--- src/rtl/biu_mem2ahb.sv ---
`default_nettype none
// ============================================================================
// Module      : biu_mem2ahb
// Description : CPU memory-port to AHB3-Lite master bridge. Requests pass a
//               one-cycle alignment check stage, are buffered in a small
//               in-order queue and issued as pipelined SINGLE transfers.
//               Acks, errors and read data return in issue order.
// Revision    : 1.0 - initial release
// ============================================================================
module biu_mem2ahb #(
  parameter int XLEN           = 32,
  parameter int PHYS_ADDR_SIZE = XLEN,
  parameter int DEPTH          = 2
) (
  input  logic                      HCLK,
  input  logic                      HRESETn,
  // CPU side
  input  logic                      mem_req,
  input  logic [XLEN-1:0]           mem_adr,
  input  logic [XLEN-1:0]           mem_d,
  input  logic                      mem_we,
  input  logic [XLEN/8-1:0]         mem_be,
  output logic [XLEN-1:0]           mem_q,
  output logic                      mem_ack,
  output logic                      mem_err,
  output logic                      mem_misaligned,
  output logic                      mem_stall,
  // AHB side
  output logic                      HSEL,
  output logic [PHYS_ADDR_SIZE-1:0] HADDR,
  output logic [XLEN-1:0]           HWDATA,
  input  logic [XLEN-1:0]           HRDATA,
  output logic                      HWRITE,
  output logic [2:0]                HSIZE,
  output logic [2:0]                HBURST,
  output logic [3:0]                HPROT,
  output logic [1:0]                HTRANS,
  output logic                      HMASTLOCK,
  input  logic                      HREADY,
  input  logic                      HRESP
);

  localparam int BW   = XLEN / 8;
  localparam int OFFW = $clog2(BW);
  localparam int PTRW = (DEPTH > 1) ? $clog2(DEPTH) : 1;
  localparam int CNTW = $clog2(DEPTH + 1);

  localparam logic [1:0] HTRANS_IDLE   = 2'b00;
  localparam logic [1:0] HTRANS_NONSEQ = 2'b10;

  typedef enum logic [2:0] {
    ST_IDLE      = 3'd0,
    ST_ADDR      = 3'd1,
    ST_ADDR_DATA = 3'd2,
    ST_DATA      = 3'd3,
    ST_ERR1      = 3'd4,
    ST_ERR2      = 3'd5
  } bus_state_e;

  // --------------------------------------------------------------------------
  // Check stage
  // --------------------------------------------------------------------------
  logic                chk_vld_q, chk_vld_d;
  logic [XLEN-1:0]     chk_adr_q, chk_adr_d;
  logic [XLEN-1:0]     chk_d_q,   chk_d_d;
  logic                chk_we_q,  chk_we_d;
  logic [BW-1:0]       chk_be_q,  chk_be_d;

  logic [3:0]          be_cnt;
  logic [3:0]          be_off;
  logic [BW-1:0]       be_exp;
  logic                be_ok;
  logic                chk_aligned;
  logic [2:0]          chk_size;
  logic                push;

  // Queue
  logic [PHYS_ADDR_SIZE-1:0] q_adr_q  [DEPTH];
  logic [PHYS_ADDR_SIZE-1:0] q_adr_d  [DEPTH];
  logic [XLEN-1:0]           q_dat_q  [DEPTH];
  logic [XLEN-1:0]           q_dat_d  [DEPTH];
  logic                      q_we_q   [DEPTH];
  logic                      q_we_d   [DEPTH];
  logic [2:0]                q_size_q [DEPTH];
  logic [2:0]                q_size_d [DEPTH];
  logic [PTRW-1:0]           wr_ptr_q, wr_ptr_d;
  logic [PTRW-1:0]           rd_ptr_q, rd_ptr_d;
  logic [CNTW-1:0]           count_q,  count_d;
  logic [CNTW:0]             occupancy;

  // Bus side
  bus_state_e                state_q, state_d;
  logic                      addr_ph, data_ph, err_first, issue, pop, done;
  logic                      dph_we_q, dph_we_d;
  logic [XLEN-1:0]           dph_d_q,  dph_d_d;
  logic                      ack_q, ack_d;
  logic                      err_q, err_d;
  logic [XLEN-1:0]           mem_q_q, mem_q_d;

  function automatic logic [PTRW-1:0] ptr_inc(input logic [PTRW-1:0] p);
    if (p == PTRW'(DEPTH - 1)) return '0;
    return p + PTRW'(1);
  endfunction

  // Stall when the queue plus the check stage already hold DEPTH requests
  always_comb begin
    occupancy = {1'b0, count_q} + {{CNTW{1'b0}}, chk_vld_q};
    mem_stall = (occupancy == (CNTW+1)'(DEPTH));
  end

  // Capture an accepted CPU request into the check stage
  always_comb begin
    chk_vld_d = mem_req && !mem_stall;
    chk_adr_d = chk_adr_q;
    chk_d_d   = chk_d_q;
    chk_we_d  = chk_we_q;
    chk_be_d  = chk_be_q;
    if (chk_vld_d) begin
      chk_adr_d = mem_adr;
      chk_d_d   = mem_d;
      chk_we_d  = mem_we;
      chk_be_d  = mem_be;
    end
  end

  // Byte-enable must be a contiguous, naturally aligned mask at the address offset
  always_comb begin
    be_cnt = 4'd0;
    for (int i = 0; i < BW; i++) be_cnt = be_cnt + {3'd0, chk_be_q[i]};
    be_off = 4'(chk_adr_q[OFFW-1:0]);
    be_exp = '0;
    for (int i = 0; i < BW; i++)
      be_exp[i] = (4'(i) >= be_off) && (4'(i) < be_off + be_cnt);
    be_ok    = 1'b0;
    chk_size = 3'd0;
    case (be_cnt)
      4'd1: begin be_ok = 1'b1;                      chk_size = 3'd0; end
      4'd2: begin be_ok = (be_off[0] == 1'b0);       chk_size = 3'd1; end
      4'd4: begin be_ok = (be_off[1:0] == 2'b00);    chk_size = 3'd2; end
      4'd8: begin be_ok = (be_off[2:0] == 3'b000);   chk_size = 3'd3; end
      default: begin be_ok = 1'b0;                   chk_size = 3'd0; end
    endcase
    chk_aligned    = be_ok && (chk_be_q == be_exp);
    mem_misaligned = chk_vld_q && !chk_aligned;
    push           = chk_vld_q && chk_aligned;
  end

  // Bus phase decode; an error's first cycle cancels the overlapping address phase
  always_comb begin
    addr_ph   = (state_q == ST_ADDR) || (state_q == ST_ADDR_DATA);
    data_ph   = (state_q == ST_ADDR_DATA) || (state_q == ST_DATA);
    err_first = data_ph && !HREADY && HRESP;
    issue     = addr_ph && !err_first;
    pop       = issue && HREADY;
    done      = data_ph && HREADY;
  end

  // Queue storage and pointers
  always_comb begin
    q_adr_d  = q_adr_q;
    q_dat_d  = q_dat_q;
    q_we_d   = q_we_q;
    q_size_d = q_size_q;
    wr_ptr_d = wr_ptr_q;
    rd_ptr_d = rd_ptr_q;
    if (push) begin
      q_adr_d[wr_ptr_q]  = chk_adr_q[PHYS_ADDR_SIZE-1:0];
      q_dat_d[wr_ptr_q]  = chk_d_q;
      q_we_d[wr_ptr_q]   = chk_we_q;
      q_size_d[wr_ptr_q] = chk_size;
      wr_ptr_d           = ptr_inc(wr_ptr_q);
    end
    if (pop) rd_ptr_d = ptr_inc(rd_ptr_q);
    count_d = count_q + CNTW'(push) - CNTW'(pop);
  end

  // Bus FSM next state
  always_comb begin
    state_d = state_q;
    case (state_q)
      ST_IDLE: begin
        if (count_d != '0) state_d = ST_ADDR;
      end
      ST_ADDR: begin
        if (pop) state_d = (count_d != '0) ? ST_ADDR_DATA : ST_DATA;
      end
      ST_ADDR_DATA: begin
        if (err_first)   state_d = ST_ERR1;
        else if (HREADY) state_d = (count_d != '0) ? ST_ADDR_DATA : ST_DATA;
      end
      ST_DATA: begin
        if (err_first)            state_d = ST_ERR1;
        else if (HREADY)          state_d = (count_d != '0) ? ST_ADDR : ST_IDLE;
        else if (count_d != '0)   state_d = ST_ADDR_DATA;
      end
      ST_ERR1: begin
        if (HREADY) state_d = ST_ERR2;
      end
      ST_ERR2: begin
        state_d = (count_d != '0) ? ST_ADDR : ST_IDLE;
      end
      default: state_d = ST_IDLE;
    endcase
  end

  // Data-phase context and CPU completion strobes
  always_comb begin
    dph_we_d = dph_we_q;
    dph_d_d  = dph_d_q;
    if (pop) begin
      dph_we_d = q_we_q[rd_ptr_q];
      dph_d_d  = q_dat_q[rd_ptr_q];
    end
    ack_d   = done && !HRESP;
    err_d   = (done && HRESP) || ((state_q == ST_ERR1) && HREADY);
    mem_q_d = (done && !HRESP && !dph_we_q) ? HRDATA : mem_q_q;
  end

  // State registers, asynchronously cleared
  always_ff @(posedge HCLK or negedge HRESETn) begin
    if (!HRESETn) begin
      chk_vld_q <= 1'b0;
      chk_adr_q <= '0;
      chk_d_q   <= '0;
      chk_we_q  <= 1'b0;
      chk_be_q  <= '0;
      for (int i = 0; i < DEPTH; i++) begin
        q_adr_q[i]  <= '0;
        q_dat_q[i]  <= '0;
        q_we_q[i]   <= 1'b0;
        q_size_q[i] <= 3'd0;
      end
      wr_ptr_q <= '0;
      rd_ptr_q <= '0;
      count_q  <= '0;
      state_q  <= ST_IDLE;
      dph_we_q <= 1'b0;
      dph_d_q  <= '0;
      ack_q    <= 1'b0;
      err_q    <= 1'b0;
      mem_q_q  <= '0;
    end else begin
      chk_vld_q <= chk_vld_d;
      chk_adr_q <= chk_adr_d;
      chk_d_q   <= chk_d_d;
      chk_we_q  <= chk_we_d;
      chk_be_q  <= chk_be_d;
      q_adr_q   <= q_adr_d;
      q_dat_q   <= q_dat_d;
      q_we_q    <= q_we_d;
      q_size_q  <= q_size_d;
      wr_ptr_q  <= wr_ptr_d;
      rd_ptr_q  <= rd_ptr_d;
      count_q   <= count_d;
      state_q   <= state_d;
      dph_we_q  <= dph_we_d;
      dph_d_q   <= dph_d_d;
      ack_q     <= ack_d;
      err_q     <= err_d;
      mem_q_q   <= mem_q_d;
    end
  end

  // Output drive: address-phase signals come from the queue head
  always_comb begin
    HTRANS    = issue ? HTRANS_NONSEQ : HTRANS_IDLE;
    HSEL      = issue;
    HADDR     = addr_ph ? q_adr_q[rd_ptr_q]  : '0;
    HWRITE    = addr_ph ? q_we_q[rd_ptr_q]   : 1'b0;
    HSIZE     = addr_ph ? q_size_q[rd_ptr_q] : 3'd0;
    HWDATA    = dph_d_q;
    HBURST    = 3'b000;
    HPROT     = 4'b0011;
    HMASTLOCK = 1'b0;
    mem_q     = mem_q_q;
    mem_ack   = ack_q;
    mem_err   = err_q;
  end

endmodule
`default_nettype wire

--- config.mk ---
export PLATFORM = sky130hd
export DESIGN_NAME = biu_mem2ahb
export DESIGN_NICKNAME = d
export VERILOG_FILES = /design/src/rtl/biu_mem2ahb.sv
export SDC_FILE = /design/constraint.sdc
export NUM_CORES = 1
export LEC_CHECK = 0
export BUFFER_PORTS_ARGS = -buffer_cell sky130_fd_sc_hd__buf_2
export CAP_MARGIN = 10
export CORE_MARGIN = 3
export CORE_UTILIZATION = 35
export CTS_CLUSTER_DIAMETER = 200
export DETAILED_ROUTE_END_ITERATION = 8
export GPL_TIMING_DRIVEN = 0
export PLACE_DENSITY_LB_ADDON = 0.08
export RECOVER_POWER = 100
export SLEW_MARGIN = 10
export SYNTH_ARGS = -nofsm -noshare
export SYNTH_HDL_FRONTEND = slang
export SYNTH_SLANG_ARGS = --single-unit
--- constraint.sdc ---
create_clock -name HCLK -period 4.82 [get_ports HCLK]
set_input_delay 1.205 -clock HCLK [delete_from_list [all_inputs] [get_ports HCLK]]
set_output_delay 1.205 -clock HCLK [all_outputs]
set_load 0.02 [all_outputs]
=== Word level (Yosys, flattened, before mapping) ===
Cells that the tools add are included.

* Reductions and logical operators: 31
* Eq/ne operators: 16
* Bitwise logic cells: 3
* Mux-type cells: 47
* $lt $le $gt $ge: 10
* $add $sub $neg: 9

{| class="wikitable"
|+ Operator list
! kind !! count
|-
| $mux W32 || 8
|-
| $bwmux W64 || 2
|-
| $mux W3 || 13
|-
| $demux W32 S1 || 1
|-
| $pmux W3 S6 || 1
|-
| $logic_and A1 B1 Y1 || 17
|-
| $mux W1 || 15
|-
| $eq A3 B2 Y1 const B || 3
|-
| $lt A1 B4 Y1 const A || 2
|-
| $lt A2 B4 Y1 const A || 2
|-
| $add A2 B1 Y3 || 2
|-
| $bwmux W6 || 1
|-
| $eq A3 B3 Y1 const B || 2
|-
| $logic_not A1 Y1 || 6
|-
| $ne A2 B2 Y1 const B || 3
|-
| $pmux W2 S3 || 1
|-
| $reduce_and A5 Y1 || 1
|-
| $add A2 B4 Y4 || 1
|-
| $add A3 B1 Y4 || 1
|-
| $eq A4 B1 Y1 const B || 1
|-
| $eq A4 B2 Y1 const B || 1
|-
| $eq A4 B3 Y1 const B || 1
|-
| $eq A4 B4 Y1 || 1
|-
| $eq A4 B4 Y1 const B || 1
|-
| 23 further kinds || 29
|}

* Bits in registers: 280
* Output and inout bits: 115
* Input bits: 106
* Logic and storage cells: 138

=== Longest topological paths before layout ===
* Depth in word-level cells: 16
* Gate-level depth with buffers: 17

=== Worst setup path after synthesis ===
Ideal clock, no wire load.

* Path kind: reg-to-output
* Start: reg chk_be_q[0]
* End: out mem_misaligned
* Setup slack: 0.524 ns
* Path buffers: 0
* Stages on the path, launching flop included: 12
* Arrival time: 3.091 ns
* Required time: 3.615 ns
* Cell sequence: dfrtp_1 > fa_1 > ha_1 > ha_1 > inv_1 > fa_1 > a211oi_2 > mux2i_2 > xnor2_1 > a22oi_1 > nor3_1 > nor2_1

* Longest elaborated chain between the ends: 10
* Elaborated cells between the ends (all ways): 21

{| class="wikitable"
|+ Ends and longest elaborated chain
! element !! RTL line !! text
|-
| start: declaration || 67 || <nowiki>logic [BW-1:0] chk_be_q, chk_be_d;</nowiki>
|-
| start signal: assignment || 247 || <nowiki>chk_be_q <= chk_be_d;</nowiki>
|-
| $add A1 B1 Y2 || 129 || <nowiki>for (int i = 0; i < BW; i++) be_cnt = be_cnt + {3'd0, chk_be_q[i]};</nowiki>
|-
| $add A2 B1 Y3 || 129 ||
|-
| $add A3 B1 Y4 || 129 ||
|-
| $add A2 B4 Y4 || 133 || <nowiki>be_exp[i] = (4'(i) >= be_off) && (4'(i) < be_off + be_cnt);</nowiki>
|-
| $lt A1 B4 Y1 / $lt A2 B4 Y1 (equally long branches) || 133 ||
|-
| $logic_and A1 B1 Y1 || 133 ||
|-
| $eq A4 B4 Y1 || 143 || <nowiki>chk_aligned = be_ok && (chk_be_q == be_exp);</nowiki>
|-
| $logic_and A1 B1 Y1 * || 143 ||
|-
| $logic_not A1 Y1 * || 144 || <nowiki>mem_misaligned = chk_vld_q && !chk_aligned;</nowiki>
|-
| $logic_and A1 B1 Y1 * || 144 ||
|-
| end: declaration || 26 || <nowiki>output logic mem_misaligned,</nowiki>
|}

Mark *: on every way between the ends. The rest lies on a longest branch, timed or not.

=== Worst setup path in the final report ===
* Start: reg chk_be_q[3]
* End: out mem_misaligned

* Longest elaborated chain between the ends: 8
* Elaborated cells between the ends (all ways): 19

{| class="wikitable"
|+ Ends and longest elaborated chain
! element !! RTL line
|-
| $add A3 B1 Y4 || 129
|-
| $add A2 B4 Y4 || 133
|-
| $lt A1 B4 Y1 / $lt A2 B4 Y1 (equally long branches) || 133
|-
| $logic_and A1 B1 Y1 || 133
|-
| $eq A4 B4 Y1 || 143
|-
| $logic_and A1 B1 Y1 * || 143
|-
| $logic_not A1 Y1 * || 144
|-
| $logic_and A1 B1 Y1 * || 144
|}

Marked as above.

==> flow_summary.json <==
{
  "irDropWorstVdd_v": 0.0004059,
  "violations": "max-capacitance violations, max-slew violations, negative setup slack",
  "syn-instance-count": 988,
  "drc": 0,
  "start_kind": "flop",
  "syn_area_um2": 11720,
  "hp-class": "reg2reg",
  "yosys_most_used_dff": "dfrtp_1",
  "reg2reg_to": "q_dat_q[56]",
  "critical_path.endpoint": "mem_misaligned",
  "core-area_um2": 32780,
  "fillCellCount": 3259,
  "reg2reg_from": "chk_be_q[3]",
  "ys_top_cells_by_area": "dfrtp_1, mux2_2, nand2_1",
  "p_leak_nw": 7.321,
  "clockBufferDepth": 3,
  "dieArea_um2": 35720,
  "clock_skew_ns": 0.009401,
  "arrival_ns": 3.66,
  "fin_setup_tns_ns": -0.04353,
  "cp.buffers_inverters": 2,
  "clkTransAtPathRegs_ns": 0.06,
  "critical-path-slowest-cell": "fa_1",
  "min_period_ns": 4.864,
  "firstDrtPassIters": 4,
  "finalPower_mw": 10.17,
  "wirelength_um": 28680,
  "worstSetupStartpoint": "chk_be_q[3]",
  "routabilityCongestion": 0.7334,
  "crit_type": "reg2out",
  "synth_common_cells": "dfrtp_1, nand2_1, mux2_2",
  "synthArstFlopShare": 1.000,
  "cp_max_fo": 4,
  "setup_violations": 1,
  "path_cells": "fa_1 > ha_4 > ha_4 > clkinvlp_4 > fa_2 > a211oi_4 > nand4b_1 > nand3_1 > a22oi_2 > nor3_2 > nor2_1 > buf_4",
  "synth-seq-cells": 278,
  "start_util": 0.3575,
  "syn2layout_area_growth_pct": 23.77,
  "grt_overflow": 0,
  "worst_slack_ns": -0.04353,
  "ant_nets": 0,
  "wl_per_cell_um": 16.74,
  "die_x_um": 189.0,
  "rows": 66,
  "grt_usage": 0.1567,
  "drtIter0Drc": 220,
  "min_period_over_period": 1.009,
  "rsz0062_at_grt": "yes",
  "clock-root-buffer": "clkbuf_16",
  "cap_violations": 1,
  "cp_top_family": "adder cells",
  "place_inst": 1650,
  "cp.depth": 12,
  "clock_latency_ns": 0.55,
  "fmax_mhz": 205.6,
  "power_density_nw_per_um2": 701.0,
  "vias": 7842,
  "critPathRequiredTime_ns": 3.62,
  "fin_cells": 1713,
  "finalMaxSlewViolations": 82,
  "yosysSeqAreaShare": 0.5936,
  "antenna_found_initial": 3,
  "synth_top_area_share": 0.5936,
  "worst_path_most_repeated_cell": "ha_4",
  "end_kind": "output port",
  "grt_max_degree": 101,
  "worstMarginPinSlew_ns": 2.002,
  "drive_above_1_share": 0.3165,
  "ff2ff_setup_slack_ns": 0.26,
  "avgSynthCellArea_um2": 11.86,
  "via_per_inst": 4.578,
  "synth-edff-count": 0,
  "die-height_um": 189.0,
  "cts_hold_buf": 0,
  "htree_levels": 1,
  "status": "complete, but fails checks",
  "synth.largest_area_cell": "dfrtp_1",
  "grt_pass1_vias": 8047,
  "layout.nets": 1362,
  "grt_first_pass_wirelength_um": 45080,
  "slowest_delay_ns": 0.52,
  "clkSinkCount": 278,
  "tritoncts": "built",
  "finalHoldViolCount": 0,
  "synth_most_common_cell": "dfrtp_1",
  "holdWs_ns": 0.4734,
  "rr_worst_depth": 15,
  "pin_count": 221,
  "hpwl_um": 19490,
  "yosys_warnings": 0,
  "cts_buffers": 31,
  "pre_cts_ws_ns": -0.2553,
  "slew_headroom": -0.3345,
  "yosysUniqueCellTypes": 48,
  "whs_path_depth": 2,
  "port-buffer-count": 210
}
sequential cells by signal, summed over array words and instances, names as in the netlist, 3 cells and up:
| name | cells |
|---|---|
| HWDATA | 32 |
| chk_adr_q | 32 |
| chk_be_q | 4 |
| chk_d_q | 32 |
| mem_q | 32 |
| q_adr_q | 64 |
| q_dat_q | 64 |
| q_size_q | 4 |
| state_q | 3 |
area by class of cell:
type                            instances  area [um^2]  area share
Sequential cell                       278         6960      0.4798
Tap cell                              442        553.0     0.03812
Buffer                                 65        317.8     0.02191
Clock buffer                           46        912.1     0.06288
Inverter                               10        41.29    0.002846
Timing Repair Buffer                  220         1040     0.07168
Antenna cell                            1        2.502   0.0001725
Clock inverter                         10        175.2     0.01208
Multi-Input combinational cell        641         4504      0.3105
cells by family (layout without fill, tap and decap cells):
kind of cell               after synthesis  after routing  share of synthesized area
DFF                                    278            278                     0.5936
muxes                                  235            235                     0.2184
AOI/OAI and AO/OA                       61             61                    0.03054
buffers and inverters                   77            351                    0.03064
adders and majority gates                9              9                    0.01089
and+or+nand+nor                        318            318                     0.1093
other                                    2             11                  0.0006408
xor gates and xnor gates                 8              8                   0.005979
how the worst min path moves through the flow:
stage	start	to
final	HWDATA[10]	HWDATA[10]
after global routing	HWDATA[6]	HWDATA[6]
after CTS	HWDATA[11]	HWDATA[11]
after detailed placement	HWDATA[11]	HWDATA[11]
after global placement	HWDATA[7]	HWDATA[7]
after floorplan	q_size_q[1]	q_size_q[1]
worst reg2reg max path, delay by kind of cell (launching register included):
family | cells | cell delay (ns)
xor gates and xnor gates | 1 | 0.19
AOI/OAI and AO/OA | 2 | 0.42
buffers and inverters | 4 | 0.84
adders and majority gates | 4 | 1.41
DFF | 1 | 0.42
and+or+nand+nor | 2 | 0.66
muxes | 2 | 0.51
stage by stage:
stage	utilization	area, um^2
after floorplan	-	11750
after global placement	0.4073	13350
after detailed placement	0.4093	13420
after CTS	0.4440	14560
after global routing	0.4424	14500
final	0.4425	14510
report_power, final:
| group | total, mW | internal, mW | switching, mW |
|---|---|---|---|
| Clock | 2.48 | 1.56 | 0.921 |
| Sequential | 3.69 | 3.18 | 0.506 |
| Combinational | 4.00 | 1.66 | 2.34 |
| Total | 10.2 | 6.41 | 3.76 |
per-layer routing:
layer | track usage | wire length [um] | up-vias
li1 | - | - | 3808
met4 | 0.03437 | 636 | 4
met3 | 0.02999 | 1353 | 48
met1 | 0.2154 | 13290 | 3823
met2 | 0.2589 | 13380 | 159
met5 | 0 | 21 | -
timing repair:
action	CTS	global route
pin swaps	3	8
buffers inserted	1	7
gates resized for setup	9	12
endpoints found under the setup margin	35	26
placed cells by master, fill, tap and decap left out, drive strengths merged, types with 3 or more instances in the layout:
cell type	netlist	final
buf	29	172
nor2b	4	4
nand2b	5	5
conb	2	10
dfrtp	278	278
o21ai	43	43
nor2	45	45
clkbuf	38	159
nor3b	3	3
nor3	4	4
inv	10	9
a21oi	4	4
bufinv	0	5
nand2	246	246
ha	7	7
mux2	163	163
clkinv	0	5
xnor2	7	7
mux2i	72	72
No activity file was read; power rests on OpenSTA's default activity.
